==> src/rtl/panel_input_conditioner.sv <==
// Panel input conditioner: synchronises, debounces and decodes the raw
// panel buttons and switches into the clean control bus used by the
// mode/display controller. Also owns pitch stepping, the pause toggle and
// the one-cycle key-press event.
// Optional build macro: KEY_REPEAT_EN enables auto-repeat of key_event while
// exactly one key stays held.

// Debounces one input or one switch group. The counter measures how many
// consecutive cycles the synced sample has held its current value while that
// value differs from the accepted one; any change of the sample restarts the
// count, so a vector never resolves to a mixture of old and new bits.
module panel_debounce #(
  parameter int W   = 1,
  parameter int DEB = 4
) (
  input  logic         clk,
  input  logic         rst_n,
  input  logic [W-1:0] din,
  output logic [W-1:0] dout
);

  localparam int CW = (DEB < 1) ? 1 : $clog2(DEB + 1);

  logic [W-1:0]  sync1;
  logic [W-1:0]  sync2;
  logic [W-1:0]  last_sample;
  logic [W-1:0]  stable;
  logic [CW-1:0] cnt;
  logic [CW-1:0] cnt_next;
  logic          accept;

  // Two-flop synchroniser for the raw pins
  always_ff @(posedge clk or negedge rst_n) begin
    if (!rst_n) begin
      sync1 <= '0;
      sync2 <= '0;
    end else begin
      sync1 <= din;
      sync2 <= sync1;
    end
  end

  // Next count: zero when the sample matches, restart at one on any change
  always_comb begin
    cnt_next = cnt + 1'b1;
    if (sync2 == stable) begin
      cnt_next = '0;
    end else if (sync2 != last_sample) begin
      cnt_next = CW'(1);
    end
  end

  assign accept = (sync2 != stable) && (cnt_next == CW'(DEB));

  // Accept the sample once it has held for DEB cycles, then clear the count
  always_ff @(posedge clk or negedge rst_n) begin
    if (!rst_n) begin
      stable      <= '0;
      cnt         <= '0;
      last_sample <= '0;
    end else begin
      last_sample <= sync2;
      if (accept) begin
        stable <= sync2;
        cnt    <= '0;
      end else begin
        cnt <= cnt_next;
      end
    end
  end

  assign dout = stable;

endmodule

module panel_input_conditioner #(
  parameter int CLK_FREQ    = 100_000_000,
  parameter int DEBOUNCE_MS = 20,
  parameter int REPEAT_MS   = 250
) (
  input  logic       clk,
  input  logic       rst_n,
  input  logic [6:0] key_raw,
  input  logic       pitch_up_raw,
  input  logic       pitch_dn_raw,
  input  logic       pause_raw,
  input  logic [2:0] sw_mode,
  input  logic [1:0] sw_song,
  input  logic [1:0] sw_user,
  output logic [6:0] key,
  output logic [1:0] pitch,
  output logic       pause,
  output logic [2:0] mode,
  output logic [1:0] song_num,
  output logic [1:0] user,
  output logic       key_event,
  output logic [2:0] key_code
);

  localparam int DEB_CYCLES = CLK_FREQ / 1000 * DEBOUNCE_MS;

  localparam logic [0:0] ST_RUN  = 1'b0;
  localparam logic [0:0] ST_LOCK = 1'b1;

  logic [9:0] btn_raw;
  logic [9:0] btn_db;
  logic [6:0] key_db;
  logic       up_db;
  logic       dn_db;
  logic       pause_db;
  logic [2:0] mode_db;
  logic [1:0] song_db;
  logic [1:0] user_db;

  logic [6:0] key_prev;
  logic       up_prev;
  logic       dn_prev;
  logic       pause_prev;
  logic [2:0] mode_prev;
  logic [1:0] song_prev;
  logic [0:0] state;
  logic       pause_q;
  logic [1:0] pitch_q;
  logic [2:0] code_q;

  logic [6:0] key_new;
  logic       new_event;
  logic       up_edge;
  logic       dn_edge;
  logic       pause_edge;
  logic       sel_change;
  logic       rep_fire;

  assign btn_raw = {pause_raw, pitch_dn_raw, pitch_up_raw, key_raw};

  // Every single-bit button gets its own debouncer and counter
  for (genvar i = 0; i < 10; i++) begin : g_btn
    panel_debounce #(.W(1), .DEB(DEB_CYCLES)) u_btn (
      .clk  (clk),
      .rst_n(rst_n),
      .din  (btn_raw[i]),
      .dout (btn_db[i])
    );
  end

  assign key_db   = btn_db[6:0];
  assign up_db    = btn_db[7];
  assign dn_db    = btn_db[8];
  assign pause_db = btn_db[9];

  panel_debounce #(.W(3), .DEB(DEB_CYCLES)) u_mode (
    .clk(clk), .rst_n(rst_n), .din(sw_mode), .dout(mode_db)
  );
  panel_debounce #(.W(2), .DEB(DEB_CYCLES)) u_song (
    .clk(clk), .rst_n(rst_n), .din(sw_song), .dout(song_db)
  );
  panel_debounce #(.W(2), .DEB(DEB_CYCLES)) u_user (
    .clk(clk), .rst_n(rst_n), .din(sw_user), .dout(user_db)
  );

  function automatic logic [2:0] lowest_index(input logic [6:0] v);
    logic [2:0] idx;
    idx = 3'd0;
    for (int i = 6; i >= 0; i--) begin
      if (v[i]) idx = 3'(i);
    end
    return idx;
  endfunction

  assign key_new    = key_db & ~key_prev;
  assign new_event  = (state == ST_RUN) && (key_new != 7'd0);
  assign up_edge    = up_db & ~up_prev;
  assign dn_edge    = dn_db & ~dn_prev;
  assign pause_edge = pause_db & ~pause_prev;
  assign sel_change = (mode_db != mode_prev) || (song_db != song_prev);

`ifdef KEY_REPEAT_EN
  localparam int REP_CYCLES = CLK_FREQ / 1000 * REPEAT_MS;
  localparam int RW = (REP_CYCLES < 2) ? 1 : $clog2(REP_CYCLES + 1);

  logic [RW-1:0] rep_cnt;
  logic          single_key;
  logic          rep_run;

  assign single_key = (key_db != 7'd0) && ((key_db & (key_db - 7'd1)) == 7'd0);
  assign rep_run    = (state == ST_RUN) && single_key && (key_db == key_prev);
  assign rep_fire   = rep_run && (rep_cnt == RW'(REP_CYCLES - 1));

  // Repeat timer: runs only while one key is held steadily in RUN
  always_ff @(posedge clk or negedge rst_n) begin
    if (!rst_n) begin
      rep_cnt <= '0;
    end else if (!rep_run || rep_fire) begin
      rep_cnt <= '0;
    end else begin
      rep_cnt <= rep_cnt + 1'b1;
    end
  end
`else
  logic unused_repeat;
  assign unused_repeat = (REPEAT_MS != 0);
  assign rep_fire      = 1'b0;
`endif

  assign key_event = new_event || rep_fire;
  assign key_code  = new_event ? lowest_index(key_new) :
                     rep_fire  ? lowest_index(key_db)  : code_q;

  // Previous-cycle copies of the debounced values for edge/change detection
  always_ff @(posedge clk or negedge rst_n) begin
    if (!rst_n) begin
      key_prev   <= '0;
      up_prev    <= 1'b0;
      dn_prev    <= 1'b0;
      pause_prev <= 1'b0;
      mode_prev  <= '0;
      song_prev  <= '0;
      code_q     <= '0;
    end else begin
      key_prev   <= key_db;
      up_prev    <= up_db;
      dn_prev    <= dn_db;
      pause_prev <= pause_db;
      mode_prev  <= mode_db;
      song_prev  <= song_db;
      code_q     <= key_code;
    end
  end

  // Lock the keyboard on a mode/song change until every key is released
  always_ff @(posedge clk or negedge rst_n) begin
    if (!rst_n) begin
      state <= ST_RUN;
    end else if (sel_change) begin
      state <= ST_LOCK;
    end else if ((state == ST_LOCK) && (key_db == 7'd0)) begin
      state <= ST_RUN;
    end
  end

  // Pause toggles on a press and is forced off by a mode/song change
  always_ff @(posedge clk or negedge rst_n) begin
    if (!rst_n) begin
      pause_q <= 1'b0;
    end else if (sel_change) begin
      pause_q <= 1'b0;
    end else if (pause_edge) begin
      pause_q <= ~pause_q;
    end
  end

  // Saturating pitch stepping: 01 low, 00 middle, 10 high
  always_ff @(posedge clk or negedge rst_n) begin
    if (!rst_n) begin
      pitch_q <= 2'b00;
    end else if (up_edge && !dn_edge) begin
      pitch_q <= (pitch_q == 2'b01) ? 2'b00 : 2'b10;
    end else if (dn_edge && !up_edge) begin
      pitch_q <= (pitch_q == 2'b10) ? 2'b00 : 2'b01;
    end
  end

  assign key      = (state == ST_RUN) ? key_db : 7'd0;
  assign pitch    = pitch_q;
  assign pause    = pause_q;
  assign mode     = mode_db;
  assign song_num = song_db;
  assign user     = user_db;

endmodule

==> config.mk <==
export PLATFORM = sky130hd
export DESIGN_NAME = panel_input_conditioner
export DESIGN_NICKNAME = d
export VERILOG_FILES = /design/src/rtl/panel_input_conditioner.sv
export SDC_FILE = /design/constraint.sdc
export NUM_CORES = 1
export LEC_CHECK = 0
export BUFFER_PORTS_ARGS = -buffer_cell sky130_fd_sc_hd__clkbuf_2
export CAP_MARGIN = 20
export CORE_MARGIN = 5
export CORE_UTILIZATION = 47
export DETAILED_ROUTE_END_ITERATION = 10
export SYNTH_ARGS = -nofsm -noshare
export SYNTH_HDL_FRONTEND = slang
export SYNTH_SLANG_ARGS = --single-unit
==> constraint.sdc <==
create_clock -name clk -period 2.9 [get_ports clk]
set_clock_uncertainty 0.15 [all_clocks]
set_input_delay 0.435 -clock clk [delete_from_list [all_inputs] [get_ports clk]]
set_output_delay 0.435 -clock clk [all_outputs]
set_load 0.1 [all_outputs]
# Word level (Yosys, flattened, before mapping)
# Index checks and enable logic that the tools add are counted.
[word_totals] regBits=363 out_inout_bits=21
[op_classes] addsub=13 eq_ne=56 mux=56 n_bitwise=10 n_reduce_logical=25
[op_table] op="$mux W21" n=39
[op_table] op="$add A21 B1 Y21 const B" n=13
[op_table] op="$eq A21 B21 Y1 const B" n=13
[op_table] op="$mux W3" n=8
[op_table] op="$ne A1 B1 Y1" n=20
[op_table] op="$logic_and A1 B1 Y1" n=17
[op_table] op="$eq A1 B1 Y1" n=10
[op_table] op="$ne A2 B2 Y1" n=5
[op_table] op="$ne A3 B3 Y1" n=3
[op_table] op="$and A7 B7 Y7" n=1
[op_table] op="$logic_not A7 Y1" n=1
[op_table] op="$mux W7" n=1
[op_table] op="$not A7 Y7" n=1
[op_table] op="$reduce_bool A7 Y1" n=1
[op_table] op="$mux W2" n=3
[op_table] op="$reduce_bool A2 Y1" n=3
[op_table] op="$mux W1" n=5
[op_table] op="$not A1 Y1" n=5
[op_table] op="$eq A2 B2 Y1" n=2
[op_table] op="$and A1 B1 Y1" n=3
[op_table] op="$eq A3 B3 Y1" n=1
[op_table] op="$eq A2 B1 Y1 const B" n=1
[op_table] op="$eq A2 B2 Y1 const B" n=1
[op_table] op="$logic_not A1 Y1" n=2
[op_table] op="$logic_or A1 B1 Y1" n=1

# Longest topological paths before layout
[logic_depth] ltp_word=10 ltp_mapped=10 ltp_nobuf=8

# By module
# Synthesis repeated with hierarchy kept, for this count alone.
[hier_totals] hier_cells=1935 area_unflattened_um2=19608.8
[modules_own_cells] module="panel_debounce at g_btn[0].u_btn ..." instances=10 cells_per_inst=139 area_each_um2=1387.6 seq_area_each_um2=625.6
[modules_own_cells] module="panel_debounce at u_song ..." instances=2 cells_per_inst=157 area_each_um2=1562.7 seq_area_each_um2=725.7
[modules_own_cells] module="panel_debounce at u_mode" instances=1 cells_per_inst=156 area_each_um2=1659.1 seq_area_each_um2=825.8
[modules_own_cells] module="panel_input_conditioner" instances=1 cells_per_inst=75 area_each_um2=948.4 seq_area_each_um2=550.5

# Least setup slack after synthesis
# OpenSTA, ideal clock, no wires.
[synth_timing] path_type="flip-flop to flip-flop" start="reg g_btn[7].u_btn.cnt[3]" end="reg g_btn[7].u_btn.stable" setup_ns=0.125 arrival_ns=2.624 required_ns=2.625 path_slack_ns=0.001 stages_incl_launch_ff=8 path_buffers=1 cell_sequence="dfrtp_1 > buf_2 > nand4_2 > nor4_1 > mux2_2 > or4_1 > or4_4 > mux2_4"
[synth_via] elab_chain_cells=5
[synth_lines] element="start, declared" line_no="28" rtl="logic [CW-1:0] cnt;"
[synth_lines] element="start signal, assigned" line_no="67" rtl="cnt <= cnt_next;"
[synth_lines] element="$add A21 B1 Y21" line_no="45" rtl="cnt_next = cnt + 1'b1;"
[synth_lines] element="$mux W21" line_no="48" rtl="end else if (sync2 != last_sample) begin"
[synth_lines] element="$mux W21" line_no="46" rtl="if (sync2 == stable) begin"
[synth_lines] element="$eq A21 B21 Y1" line_no="53" rtl="assign accept = (sync2 != stable) && (cnt_next == CW'(DEB));"
[synth_lines] element="$logic_and A1 B1 Y1" line_no="53"
[synth_lines] element="end signal, assigned" line_no="64" rtl="stable <= sync2;"
[synth_lines] element="end, declared" line_no="27" rtl="logic [W-1:0] stable;"
# Every way passes these cells.
# A chain may end at the register's enable or synchronous reset.

# Worst setup path in the final report
[layout_timing] start="reg g_btn[9].u_btn.cnt[0]" end="reg g_btn[9].u_btn.stable"
[layout_via] elab_chain_cells=5
[layout_lines] element="start, declared" line_no="28"
[layout_lines] element="start signal, assigned" line_no="67"
[layout_lines] element="$add A21 B1 Y21" line_no="45"
[layout_lines] element="$mux W21" line_no="48"
[layout_lines] element="$mux W21" line_no="46"
[layout_lines] element="$eq A21 B21 Y1" line_no="53"
[layout_lines] element="$logic_and A1 B1 Y1" line_no="53"
[layout_lines] element="end signal, assigned" line_no="64"
[layout_lines] element="end, declared" line_no="27"
# Every way passes these cells.

==> impl_results.md <==
* P_sw at 2490 uW
* Clock power share at 0.502
* Fill cell count at 3730
* Synth Warn # at 0
* Vias post-DR at 15500
* Input/output buffers at 39
* CP peak stage delay at 0.63 ns
* Crit path buf inv count at 0
* Placed Instances at 2682
* Reg2reg path depth at 7
* Core area at 41100 um2
* Final Setup Violations at 0
* Synthesized area at 19600 um2
* Power Internal at 8860 uW
* Hold Vio Cnt, Final at 0
* Count of cell types in the netlist at 91
* Number of synthesized flops with an enable pin at 0
* WP data required at 3.19 ns
* Crit end category: flip-flop
* Hold slack at 0.197 ns
* Placed instance area at 21200 um2
* Synth Area in XOR/XNOR at 0.120
* Post-synthesis compound-gate area fraction at 0.0881
* Reg clk slew, reported paths at 0.06 ns
* Total GRT Usage at 0.188
* Starting density of the core at 0.477
* Drt via density at 5.54
* Die Wd at 214 um
* Max Cap Viol at 0
* Synth async-reset ratio at 1.00
* Setup TNS at 0 ns
* Io pins at 40
* Fin crit period at 2.83 ns
* Sw Share at 0.219
* HPWL Detailed at 30000 um
* Grt ovf at 0
* Status: complete, no violations
* Clock sink total at 363
* Cells along the critical path: ha_1 -> xnor2_2 -> a21oi_1 -> or4b_2 -> a2111oi_1 -> nand4_1 -> mux2_2
* WP data arrival at 3.13 ns
* Non-Filler Instances at 2788
* Slew headroom at 0.463
* Worst hold-check path type: flip-flop to flip-flop
* Hold depth at 0
* Max-slew violation count at 0
* Mapped Avg Cell Area at 9.49 um2
* CTS tree: built
* Nets at 2256
* Sequential share of power at 0.458
* Sequential fraction of the synthesis area at 0.463
* Critical path's slowest cell: or4b_2
* Combinational fraction of design power at 0.040
* Die Height at 214 um
* Critical path class: flip-flop to flip-flop
* Antenna Violating Nets Remaining at 0
* Post-synthesis mux area share at 0.0173
* Fraction of layout cells with a size suffix above 1 at 0.158
* Worst reg-to-reg setup slack at 0.07 ns
* Post-Syn Instances at 2068
* Synth Net Count at 2101
* #FFs+latches synth at 363
* TritonCTS Buffers at 43
* Power Dens Cells at 490 nW/um2
* Worst-margin pin slew at 0.801 ns
* Largest net degree at the start of global routing at 70
* Vias in the first global route at 15300
* Clk_lat worst skew at 0.57 ns
* CTS H-tree depth at 2
* Core Rows at 74
* DRC Markers at 0
* WL final at 43000 um
* Post-route cell area at 23100 um2
* Peak supply drop at 0.000425 V
* Critical-path maximum fanout at 4
* 1st-iter DRT viols at 1052
* N_diodes at 0
* Post-synth top flop: dfrtp_1
* Period utilization at 0.977
* Bufs on Longest Clock Path at 3
* Setup crit start kind: flip-flop
* Area grow syn2layout at 17.9%
* First-pass DRT Iterations at 5
* Max Clk Rate at 353 MHz
* Wirelength per Cell at 15.4 um
* Die area at 45900 um2
* Largest family of logic cells by synthesized area: simple AND/OR/NAND/NOR gates
* Initial antenna violation count at 0
* Clock root cell: clkbuf_16
* Synth Area in Simple Gates at 0.275
* Final Wtd Congestion at 0.846
* Top delay family on crit path: simple AND/OR/NAND/NOR gates
* Global-route wire length before repair at 74900 um
* Post-Synth Adder-Cell Area at 0.00944
* Leakage at 0.00960 uW
* Critical Path Stages at 7
-- final timing paths --
check,from,endpoint
worst min register to register,g_btn[2].u_btn.sync1,g_btn[2].u_btn.sync2
worst min-delay path,g_btn[2].u_btn.sync1,g_btn[2].u_btn.sync2
min in group asynchronous,rst_n,u_user.sync2[1]
max in group asynchronous,rst_n,u_mode.cnt[10]
worst max-delay path,g_btn[9].u_btn.cnt[0],g_btn[9].u_btn.dout
worst max register to register,g_btn[9].u_btn.cnt[0],g_btn[9].u_btn.dout
-- layer usage --
metal  GRT usage  vias to the layer above  part of all wire
li1            -                     7669                 -
met1       0.268                     7446              0.48
met2       0.298                      263              0.45
met3      0.0315                       72             0.037
met4      0.0515                        0             0.025
met5           0                        -                 0
-- state kept, by name (all words and copies together) (netlist names), 7 cells and up --
| register | flops |
|---|---|
| g_btn.u_btn.last_sample | 10 |
| u_user.cnt | 21 |
| u_mode.cnt | 21 |
| g_btn.u_btn.cnt | 210 |
| key_prev | 7 |
| g_btn.u_btn.sync2 | 10 |
| g_btn.u_btn.sync1 | 10 |
| g_btn.u_btn.dout | 10 |
| u_song.cnt | 21 |
-- metrics by stage --
step	setup WS, ns	utilization	total power (uW)
after floorplan	0.00104	-	5470
after global placement	0.100	0.515	5710
after detailed placement	-0.0333	0.515	5720
after CTS	0.00796	0.558	11500
after global routing	-0.0825	0.563	11800
final	0.0675	0.563	11300
-- Yosys cell counts, drive strengths merged, types with 45 or more instances --
master  number  area, um2
dfrtp      363       9080
nor2       277       1040
xnor2      148       1300
nand2      128        480
xor2       121       1060
nand3      103        526
nand4       89        597
nor3        64        325
clkbuf      62        234
nor4        61        440
o21ai       53        273
and3        50        313
a21oi       48        240
inv         45        169
-- power by group through the flow --
stage | Combinational, uW | Sequential [uW] | Clock (uW)
2_1_floorplan | 202 | 5270 | 0
3_3_place_gp | 432 | 5280 | 0
3_5_place_dp | 437 | 5280 | 0
4_1_cts | 458 | 5190 | 5880
5_1_grt | 518 | 5200 | 6090
6_report | 449 | 5200 | 5700
-- cell families (layout without fill, tap and decap cells) --
kind of cell               Yosys count  in the layout
and+or+nand+nor                   1008           1008
xor gates and xnor gates           269            269
adders and majority gates           15             15
muxes                               31             31
AOI/OAI and AO/OA                  251            251
buffers and inverters              131            319
DFF                                363            363
-- placed cells by master (no fill, tap or decap), drive strengths merged, types with 12 or more instances in the layout --
cell / n
and3: 50
dlygate4sd3: 18
a31oi: 19
dfrtp: 363
nand2b: 28
xor2: 121
mux2: 21
ha: 14
nor3b: 12
or3: 23
and2: 40
nor3: 64
o21ai: 53
clkbuf: 100
nand3: 103
or2: 17
or4: 20
nand4: 89
xnor2: 148
buf: 141
and4: 25
a21oi: 48
inv: 46
nor2b: 35
o22ai: 13
nand2: 128
nor2: 277
nor4: 61
-- cell type report --
| class | count | area [um2] | share of cell area |
|---|---|---|---|
| inverters | 45 | 169 | 0.00730 |
| multi-input cells | 1574 | 10200 | 0.440 |
| clock inverters | 15 | 215 | 0.00930 |
| flip-flops and latches | 363 | 9090 | 0.393 |
| clock buffers | 63 | 1300 | 0.0563 |
| well taps | 532 | 666 | 0.0288 |
| repair buffers | 196 | 1520 | 0.0655 |
-- timing repair --
action	in CTS	in global routing
buffers inserted	2	8
pin swaps	2	8
endpoints found under the setup margin	9	56
hold endpoints to repair	72	0
gates resized for setup	11	39
hold buffers	18	0
(Power assumes the default switching activity.)
